===== config.mk =====
export PLATFORM = sky130hd
export DESIGN_NAME = camera_capture
export DESIGN_NICKNAME = d
export VERILOG_FILES = /design/src/rtl/camera_capture.sv
export SDC_FILE = /design/constraint.sdc
export NUM_CORES = 1
export LEC_CHECK = 0
export ABC_AREA = 1
export CAP_MARGIN = 25
export CORE_ASPECT_RATIO = 0.6
export CORE_MARGIN = 2
export CORE_UTILIZATION = 58
export DETAILED_ROUTE_END_ITERATION = 7
export PLACE_DENSITY_LB_ADDON = 0.2
export SLEW_MARGIN = 20
export SYNTH_ARGS = -nofsm -noshare
export SYNTH_HDL_FRONTEND = slang
export SYNTH_SLANG_ARGS = --single-unit

===== constraint.sdc =====
create_clock -name clk -period 3.7 [get_ports clk]
set_clock_uncertainty 0.2 [all_clocks]
set_input_delay 0.74 -clock clk [delete_from_list [all_inputs] [get_ports clk]]
set_output_delay 0.74 -clock clk [all_outputs]
set_load 0.01 [all_outputs]

===== src/rtl/camera_capture.sv =====
// camera_capture: captures frames from a parallel 8-bit camera bus into
// frame-buffer writes. The camera signals are sampled as data on clk, so no
// second clock domain is created.
//
// Ports
//   clk          system clock; all logic runs on its rising edge
//   reset        synchronous, active-high reset
//   vsync        raw camera vsync, high during vertical blank
//   href         raw camera line-valid
//   pclk         raw camera pixel clock, at most clk/4
//   data_in      raw camera byte
//   arm          capture request, honoured in IDLE only
//   continuous   re-arm after each frame; sampled when a frame ends
//   data_out     packed pixel; first byte is most significant
//   pixel_valid  one-cycle strobe qualifying data_out / pixel_addr
//   pixel_addr   frame-buffer address of the pixel
//   frame_done   one-cycle end-of-frame pulse
//   busy         high whenever the FSM is not in IDLE
//   err_line     sticky: a line's byte count differed from H_PIXELS*BPP
//   err_frame    sticky: a frame's line count differed from V_LINES
//
// state     | meaning
// ----------+-------------------------------------------------
// S_IDLE    | waiting for arm
// S_WAIT_VS | armed, waiting for vsync to fall (frame start)
// S_CAPTURE | collecting pixels until vsync rises (frame end)
module camera_capture #(
  parameter int BPP        = 2,
  parameter int H_PIXELS   = 640,
  parameter int V_LINES    = 480,
  parameter int DECIM_LOG2 = 0,
  parameter int ADDR_W     = 19
) (
  input  logic              clk,
  input  logic              reset,
  input  logic              vsync,
  input  logic              href,
  input  logic              pclk,
  input  logic [7:0]        data_in,
  input  logic              arm,
  input  logic              continuous,
  output logic [31:0]       data_out,
  output logic              pixel_valid,
  output logic [ADDR_W-1:0] pixel_addr,
  output logic              frame_done,
  output logic              busy,
  output logic              err_line,
  output logic              err_frame
);

  typedef enum logic [1:0] {
    S_IDLE    = 2'd0,
    S_WAIT_VS = 2'd1,
    S_CAPTURE = 2'd2
  } state_e;

  localparam logic [15:0] H_L        = 16'(H_PIXELS);
  localparam logic [15:0] V_L        = 16'(V_LINES);
  localparam logic [15:0] LINE_BYTES = 16'(H_PIXELS * BPP);
  localparam logic [15:0] DMASK      = 16'((1 << DECIM_LOG2) - 1);
  localparam logic [15:0] H_DEC      = 16'(H_PIXELS >> DECIM_LOG2);
  localparam logic [1:0]  BYTE_LAST  = 2'(BPP - 1);

  // Counters saturate so an absurdly long line/frame cannot wrap back to a
  // "correct" looking count.
  function automatic logic [15:0] sat_inc(input logic [15:0] v);
    return (v == 16'hFFFF) ? v : v + 16'd1;
  endfunction

  state_e state_q, state_d;

  // {vsync, href, pclk, data_in}
  logic [10:0] sync1_q, sync2_q;
  logic        vs_prev_q, href_prev_q, pclk_prev_q;

  logic [1:0]        byte_q, byte_d;
  logic [15:0]       col_q, col_d;
  logic [15:0]       line_q, line_d;
  logic [15:0]       lbytes_q, lbytes_d;
  logic [31:0]       pix_q, pix_d;

  logic [31:0]       data_q, data_d;
  logic              pv_q, pv_d;
  logic [ADDR_W-1:0] addr_q, addr_d;
  logic              fd_q, fd_d;
  logic              errl_q, errl_d;
  logic              errf_q, errf_d;

  logic       vs_s, href_s, pclk_s;
  logic [7:0] d_s;
  logic       vs_rise, vs_fall, href_fall, pclk_rise;
  logic [31:0] addr_full;

  assign vs_s   = sync2_q[10];
  assign href_s = sync2_q[9];
  assign pclk_s = sync2_q[8];
  assign d_s    = sync2_q[7:0];

  assign vs_rise   =  vs_s   & ~vs_prev_q;
  assign vs_fall   = ~vs_s   &  vs_prev_q;
  assign href_fall = ~href_s &  href_prev_q;
  assign pclk_rise =  pclk_s & ~pclk_prev_q;

  assign addr_full = 32'(line_q >> DECIM_LOG2) * 32'(H_DEC) + 32'(col_q >> DECIM_LOG2);

  always_comb begin
    state_d  = state_q;
    byte_d   = byte_q;
    col_d    = col_q;
    line_d   = line_q;
    lbytes_d = lbytes_q;
    pix_d    = pix_q;
    data_d   = data_q;
    pv_d     = 1'b0;
    addr_d   = addr_q;
    fd_d     = 1'b0;
    errl_d   = errl_q;
    errf_d   = errf_q;

    case (state_q)
      S_IDLE: begin
        if (arm) state_d = S_WAIT_VS;
      end

      S_WAIT_VS: begin
        if (vs_fall) begin
          state_d  = S_CAPTURE;
          byte_d   = 2'd0;
          col_d    = 16'd0;
          line_d   = 16'd0;
          lbytes_d = 16'd0;
        end
      end

      S_CAPTURE: begin
        if (pclk_rise && href_s) begin
          lbytes_d = sat_inc(lbytes_q);
          // Starting a fresh pixel clears the upper bytes so bits above
          // 8*BPP stay zero.
          pix_d = (byte_q == 2'd0) ? {24'd0, d_s} : {pix_q[23:0], d_s};
          if (byte_q == BYTE_LAST) begin
            byte_d = 2'd0;
            col_d  = sat_inc(col_q);
            if (col_q < H_L && line_q < V_L &&
                (col_q & DMASK) == 16'd0 && (line_q & DMASK) == 16'd0) begin
              pv_d   = 1'b1;
              data_d = pix_d;
              addr_d = ADDR_W'(addr_full);
            end
          end else begin
            byte_d = byte_q + 2'd1;
          end
        end

        // href is already low here, so no byte can be captured this cycle.
        if (href_fall) begin
          if (lbytes_q != LINE_BYTES) errl_d = 1'b1;
          line_d   = sat_inc(line_q);
          col_d    = 16'd0;
          byte_d   = 2'd0;
          lbytes_d = 16'd0;
        end

        // Uses line_d so a coincident line end is counted first.
        if (vs_rise) begin
          fd_d    = 1'b1;
          if (line_d != V_L) errf_d = 1'b1;
          state_d = continuous ? S_WAIT_VS : S_IDLE;
        end
      end

      default: state_d = S_IDLE;
    endcase
  end

  always_ff @(posedge clk) begin
    if (reset) begin
      state_q     <= S_IDLE;
      sync1_q     <= '0;
      sync2_q     <= '0;
      vs_prev_q   <= 1'b0;
      href_prev_q <= 1'b0;
      pclk_prev_q <= 1'b0;
      byte_q      <= '0;
      col_q       <= '0;
      line_q      <= '0;
      lbytes_q    <= '0;
      pix_q       <= '0;
      data_q      <= '0;
      pv_q        <= 1'b0;
      addr_q      <= '0;
      fd_q        <= 1'b0;
      errl_q      <= 1'b0;
      errf_q      <= 1'b0;
    end else begin
      state_q     <= state_d;
      sync1_q     <= {vsync, href, pclk, data_in};
      sync2_q     <= sync1_q;
      vs_prev_q   <= vs_s;
      href_prev_q <= href_s;
      pclk_prev_q <= pclk_s;
      byte_q      <= byte_d;
      col_q       <= col_d;
      line_q      <= line_d;
      lbytes_q    <= lbytes_d;
      pix_q       <= pix_d;
      data_q      <= data_d;
      pv_q        <= pv_d;
      addr_q      <= addr_d;
      fd_q        <= fd_d;
      errl_q      <= errl_d;
      errf_q      <= errf_d;
    end
  end

  assign data_out    = data_q;
  assign pixel_valid = pv_q;
  assign pixel_addr  = addr_q;
  assign frame_done  = fd_q;
  assign busy        = (state_q != S_IDLE);
  assign err_line    = errl_q;
  assign err_frame   = errf_q;

endmodule


After elaboration in Yosys (flattened, before gate mapping):

Cells that the tools add are included.

* register bits: 156
* input bits: 15
* logic and storage cells: 95
* output and inout bits: 56

* $add $sub $neg: 5
* bitwise operators: 11
* reduce and logical (&&, ||, !) cells: 17
* muxes and demuxes: 27
* $lt $le $gt $ge: 2
* eq/ne operators: 15
* $mul: 1

Operators with widths (number)
* $mux 16: 11
* $pmux 16 s2: 3
* $add 16x1->16 const B: 3
* $eq 16x16->1 const B: 3
* $mux 32: 1
* $add 19x16->19: 1
* $lt 16x10->1 const B: 1
* $lt 16x9->1 const B: 1
* $mul 16x3->12 const B: 1
* $ne 16x11->1 const B: 1
* $ne 16x9->1 const B: 1
* $mux 2: 7
* $ne 3x3->1 const B: 4
* $reduce_and 3->1: 4
* $reduce_and 4->1: 2
* $not 1->1: 7
* $ne 2x2->1 const B: 3
* $pmux 2 s3: 1
* $reduce_and 5->1: 1
* $and 1x1->1: 4
* $eq 2x1->1 const B: 2
* $logic_not 2->1: 2
* $pmux 2 s2: 1
* $reduce_and 2->1: 2
* 7 further kinds: 11

Logic depth before layout (Yosys ltp):

* word-level depth: 6
* depth in mapped cells: 21

Worst setup path after synthesis:

Ideal clock, no wire load.

* kind: register -> register
* start: register line_q[1]
* end: register addr_q[17] (netlist: pixel_addr[17])
* setup time: 109 ps
* arrival: 2745 ps
* path slack: 646 ps
* path buffers: 0
* clock period less this slack: 3054 ps
* data required time: 3391 ps
* cell stages (with the launch flop): 22
* cells stage by stage: dfxtp_1 -> ha_1 -> ha_1 -> inv_1 -> fa_1 -> inv_1 -> nand3_1 -> nand2_1 -> xor2_1 -> inv_1 -> ha_1 -> nand2_1 -> nor3_1 -> nand2_1 -> o211ai_1 -> nand2_1 -> nand2_1 -> nand2_1 -> a21oi_1 -> o21ai_0 -> nand2_1 -> inv_1

* longest elaborated chain between the ends: 3

Ends and longest elaborated chain
* from (decl): RTL line 78 `logic [15:0] line_q, line_d;`
* from (signal assigned): RTL line 204 `line_q <= line_d;`
* parallel branches: the longest is 3 deep, another holds $add 19x16->19
* to (signal assigned): RTL line 209 `addr_q <= addr_d;`
* to (decl): RTL line 84 `logic [ADDR_W-1:0] addr_q, addr_d;`

Several ways; the timed one is not identified.
A chain may end at the register's enable or synchronous reset.

Final worst setup path:

* start: register line_q[3]
* end: register addr_q[17] (netlist: pixel_addr[17])

The elaborated chain is that of the path after synthesis.

==> reports/qor.csv <==
stage,metric,value,unit
status,status,"finished, final reports clean",
synth,yosysUniqueCellTypes,44,
timing,slew_headroom,0.500,
synth,synth_top_flop_cell,dfxtp_1,
timing,finalHoldViolations,0,
cells_and_area,synthToLayoutAreaGrowth,18.4,%
power_and_ir_drop,power.total,3.62,mW
synth,synth_top_cell_area_share,0.412,
timing,drv_slew,0,
route,wl_per_cell,14.9,um
synth,synth_largest_area_cell,dfxtp_1,
synth,syn-instance-count,1038,
clocking,cts.sinks,156,
power_and_ir_drop,combinationalPowerShare,0.031,
power_and_ir_drop,p_sw,851,uW
synth,syn_area,7570,sq um
setup_path,cp-start-kind,register,
setup_path,r2r-end,pixel_addr[17],
cells_and_area,layout.nets,1142,
route,viasPerCell,5.57,
route,vias,7112,
synth,seq_area_frac_synth,0.412,
grt,antenna_found_initial,0,
hold_path,hold_depth,2,
floorplanning,core_area,12800,sq um
cells_and_area,fillers,1092,
place,dpl.hpwl,13.1,mm
grt,grt_usage,0.282,
cells_and_area,multi_input_area,3790,sq um
timing,period_share,0.933,
clocking,cts_tree,yes,
setup_path,worstPathCellList,"ha_1, ha_1, inv_1, fa_2, inv_2, nand3_1, nand2_2, xor2_1, inv_1, ha_4, nand2_1, nor3_1, nand2_1, o211ai_1, nand2_1, nand2_1, nand2_1, a21oi_1, o21ai_0, nand2_1, inv_1",
route,drc,0,
clocking,cts_setup_buffers,0,
place,gp_congestion,0.924,
setup_path,arrival,3580,ps
setup_path,worstPathRequired,3830,ps
route,drtPass1Iterations,5,
timing,period_needed,3450,ps
hold_path,hp-start,sync1_q[7],
floorplanning,die_w,152,um
power_and_ir_drop,seqPwrFrac,0.469,
power_and_ir_drop,power_leakage,3.67,nW
clocking,cts_root_buf,clkbuf_16,
clocking,cts_buffers,17,
run,max-cap-violations,0,
grt,grt_max_degree,54,
synth,synthArstFlopShare,0,
place,dp_cells,1245,
clocking,htreeDepth,4,
clocking,cts_resized,0,
clocking,cts_buffer_depth,2,
cells_and_area,drive_gt1_frac,0.0723,
floorplanning,rows,32,
cells_and_area,fin_cells,1277,
timing,grt_setup_unrepaired,false,
route,drtIter0Drc,654,
floorplanning,dieArea,14000,sq um
floorplanning,initial_core_util,0.591,
setup_path,cpMaxStageDelayCell,dfxtp_1,
setup_path,cpMostUsedCell,nand2_1,
power_and_ir_drop,p_int,2.77,mW
clocking,clk_latency,420,ps
grt,grt-ovfl-total,0,
hold_path,min_to,sync2_q[7],
power_and_ir_drop,powerDensity,404,nW/um^2
timing,worst_hold_slack,204,ps
synth,yosys_register_bits,156,
grt,grt_pass1_vias,6443,
synth,synth_edf_count,0,
synth,synth_area_leaders,"dfxtp_1, nand2_1, a21oi_1, inv_1, nor2_1",
synth,ys_warn_count,0,
hold_path,hold_path_class,register to register,
floorplanning,ioPinCount,71,
power_and_ir_drop,p_clk_frac,0.500,
place,port_buffers,70,
clocking,cts_hold_buf,0,
setup_path,cp_max_fo,6,
timing,worst_pin_slew,749,ps
synth,syn_nets,1086,
timing,fmax,290,MHz
route,ant_nets,0,
setup_path,reg2reg_from,line_q[3],
route,routed_wl,19.0,mm
cells_and_area,ff_latch_area,3120,sq um
timing,fin_tns_setup,0,ps
setup_path,path_class,register to register,
power_and_ir_drop,switching_share,0.235,
grt,grt_pass1_wl,31.3,mm
cells_and_area,diodes,0,
setup_path,cpPeakStageDelay,370,ps
power_and_ir_drop,max-vdd-ir-drop,0.325,mV
floorplanning,die_h,92.5,um
synth,syn_avg_cell_area,7.30,sq um
clocking,path_clk_slew,70,ps
setup_path,regToRegSetupSlack,250,ps
setup_path,worstSetupEndpointType,register,
timing,finalSetupViolations,0,
setup_path,ff2ff_path_depth,21,
critical path: cells and delay by family, from the launching register on:
family,cells,cell delay (ps)
adder cells (fa/ha/maj),4,1120
AND/OR/NAND/NOR,9,880
flip-flops,1,370
AO/OA/AOI/OAI,3,350
buffers and inverters,4,280
XOR/XNOR,1,140
logic make-up (layout without fill, tap and decap cells):
logic type / after synthesis / after routing / share of synthesized area
flip-flops: 156 / 156 / 0.412
buffers and inverters: 164 / 233 / 0.0900
AO/OA/AOI/OAI: 223 / 223 / 0.156
adder cells (fa/ha/maj): 33 / 33 / 0.0565
XOR/XNOR: 25 / 25 / 0.0289
AND/OR/NAND/NOR: 437 / 437 / 0.257
cell usage after synthesis (3+ instances only):
cell	n
a211oi_1	3
a21oi_1	104
a22oi_1	3
a31oi_1	4
buf_1	3
buf_2	8
buf_4	3
buf_6	5
clkbuf_1	21
dfxtp_1	156
ha_1	31
inv_1	116
inv_2	4
nand2_1	192
nand2_2	6
nand2_4	4
nand3_1	62
nand4_1	22
nor2_1	108
nor2_2	3
nor2_4	6
nor3_1	20
nor4_1	5
o21ai_0	81
o21ai_1	11
o22ai_1	5
or2_2	4
xnor2_1	6
xor2_1	19
cell usage in the layout, fill, tap and decap left out, types with 5 or more instances in the layout:
cell type          n
a21oi_1          104
buf_4              7
clkbuf_16         17
clkdlybuf4s50_1   69
dfxtp_1          155
ha_1              30
inv_1            115
inv_2              6
inv_6              5
nand2_1          191
nand2_2            7
nand3_1           62
nand4_1           22
nor2_1           108
nor2_4             7
nor3_1            20
nor4_1             5
o21ai_0           81
o21ai_1           11
o22ai_1            5
xnor2_1            6
xor2_1            19
metrics by stage:
stage           util  area (sq um)  worst slack (ps)
2_1_floorplan      -          7570               646
3_3_place_gp   0.650          8330               427
3_5_place_dp   0.650          8330               272
4_1_cts        0.698          8950               151
5_1_grt        0.700          8970              9.96
6_report       0.700          8970               248
layout make-up:
| cell class | count | area share |
|---|---|---|
| Clock buffer | 18 | 0.0490 |
| Clock inverter | 14 | 0.0197 |
| Inverter | 124 | 0.0527 |
| Multi-Input combinational cell | 718 | 0.423 |
| Sequential cell | 156 | 0.348 |
| Tap cell | 170 | 0.0237 |
| Timing Repair Buffer | 77 | 0.0834 |
power by group through the flow:
stage                     Clock [mW]  Combinational [mW]  Sequential, mW
after floorplan                    0              0.0706            1.74
after global placement             0               0.108            1.74
after detailed placement           0               0.110            1.74
after CTS                       1.82               0.111            1.70
after global routing            1.90               0.125            1.70
final                           1.81               0.112            1.70
worst max-delay path by stage:
stage	slack [ps]	startpoint	end	depth (start not counted)
floorplan	650	line_q[1]	pixel_addr[17]	21
global placement	430	line_q[2]	pixel_addr[17]	21
detailed placement	270	line_q[2]	pixel_addr[17]	21
CTS	150	line_q[2]	pixel_addr[17]	21
global route	10	line_q[3]	pixel_addr[17]	21
finish	250	line_q[3]	pixel_addr[17]	21
state kept, by name, summed over array words and instances (netlist names):
signal       count
byte_q           2
col_q           16
data_out        32
err_frame        1
err_line         1
frame_done       1
href_prev_q      1
lbytes_q        16
line_q          16
pclk_prev_q      1
pix_q           24
pixel_addr      19
pixel_valid      1
state_q          2
sync1_q         11
sync2_q         11
vs_prev_q        1
routing by layer:
| metal | track usage | routed length [um] | vias to the layer above |
|---|---|---|---|
| li1 | - | - | 3534 |
| met1 | 0.424 | 9430 | 3266 |
| met2 | 0.404 | 7750 | 282 |
| met3 | 0.0675 | 1560 | 30 |
| met4 | 0.0748 | 263 | 0 |
| met5 | 0 | 0 | - |
No activity file was read; power rests on OpenSTA's default activity.
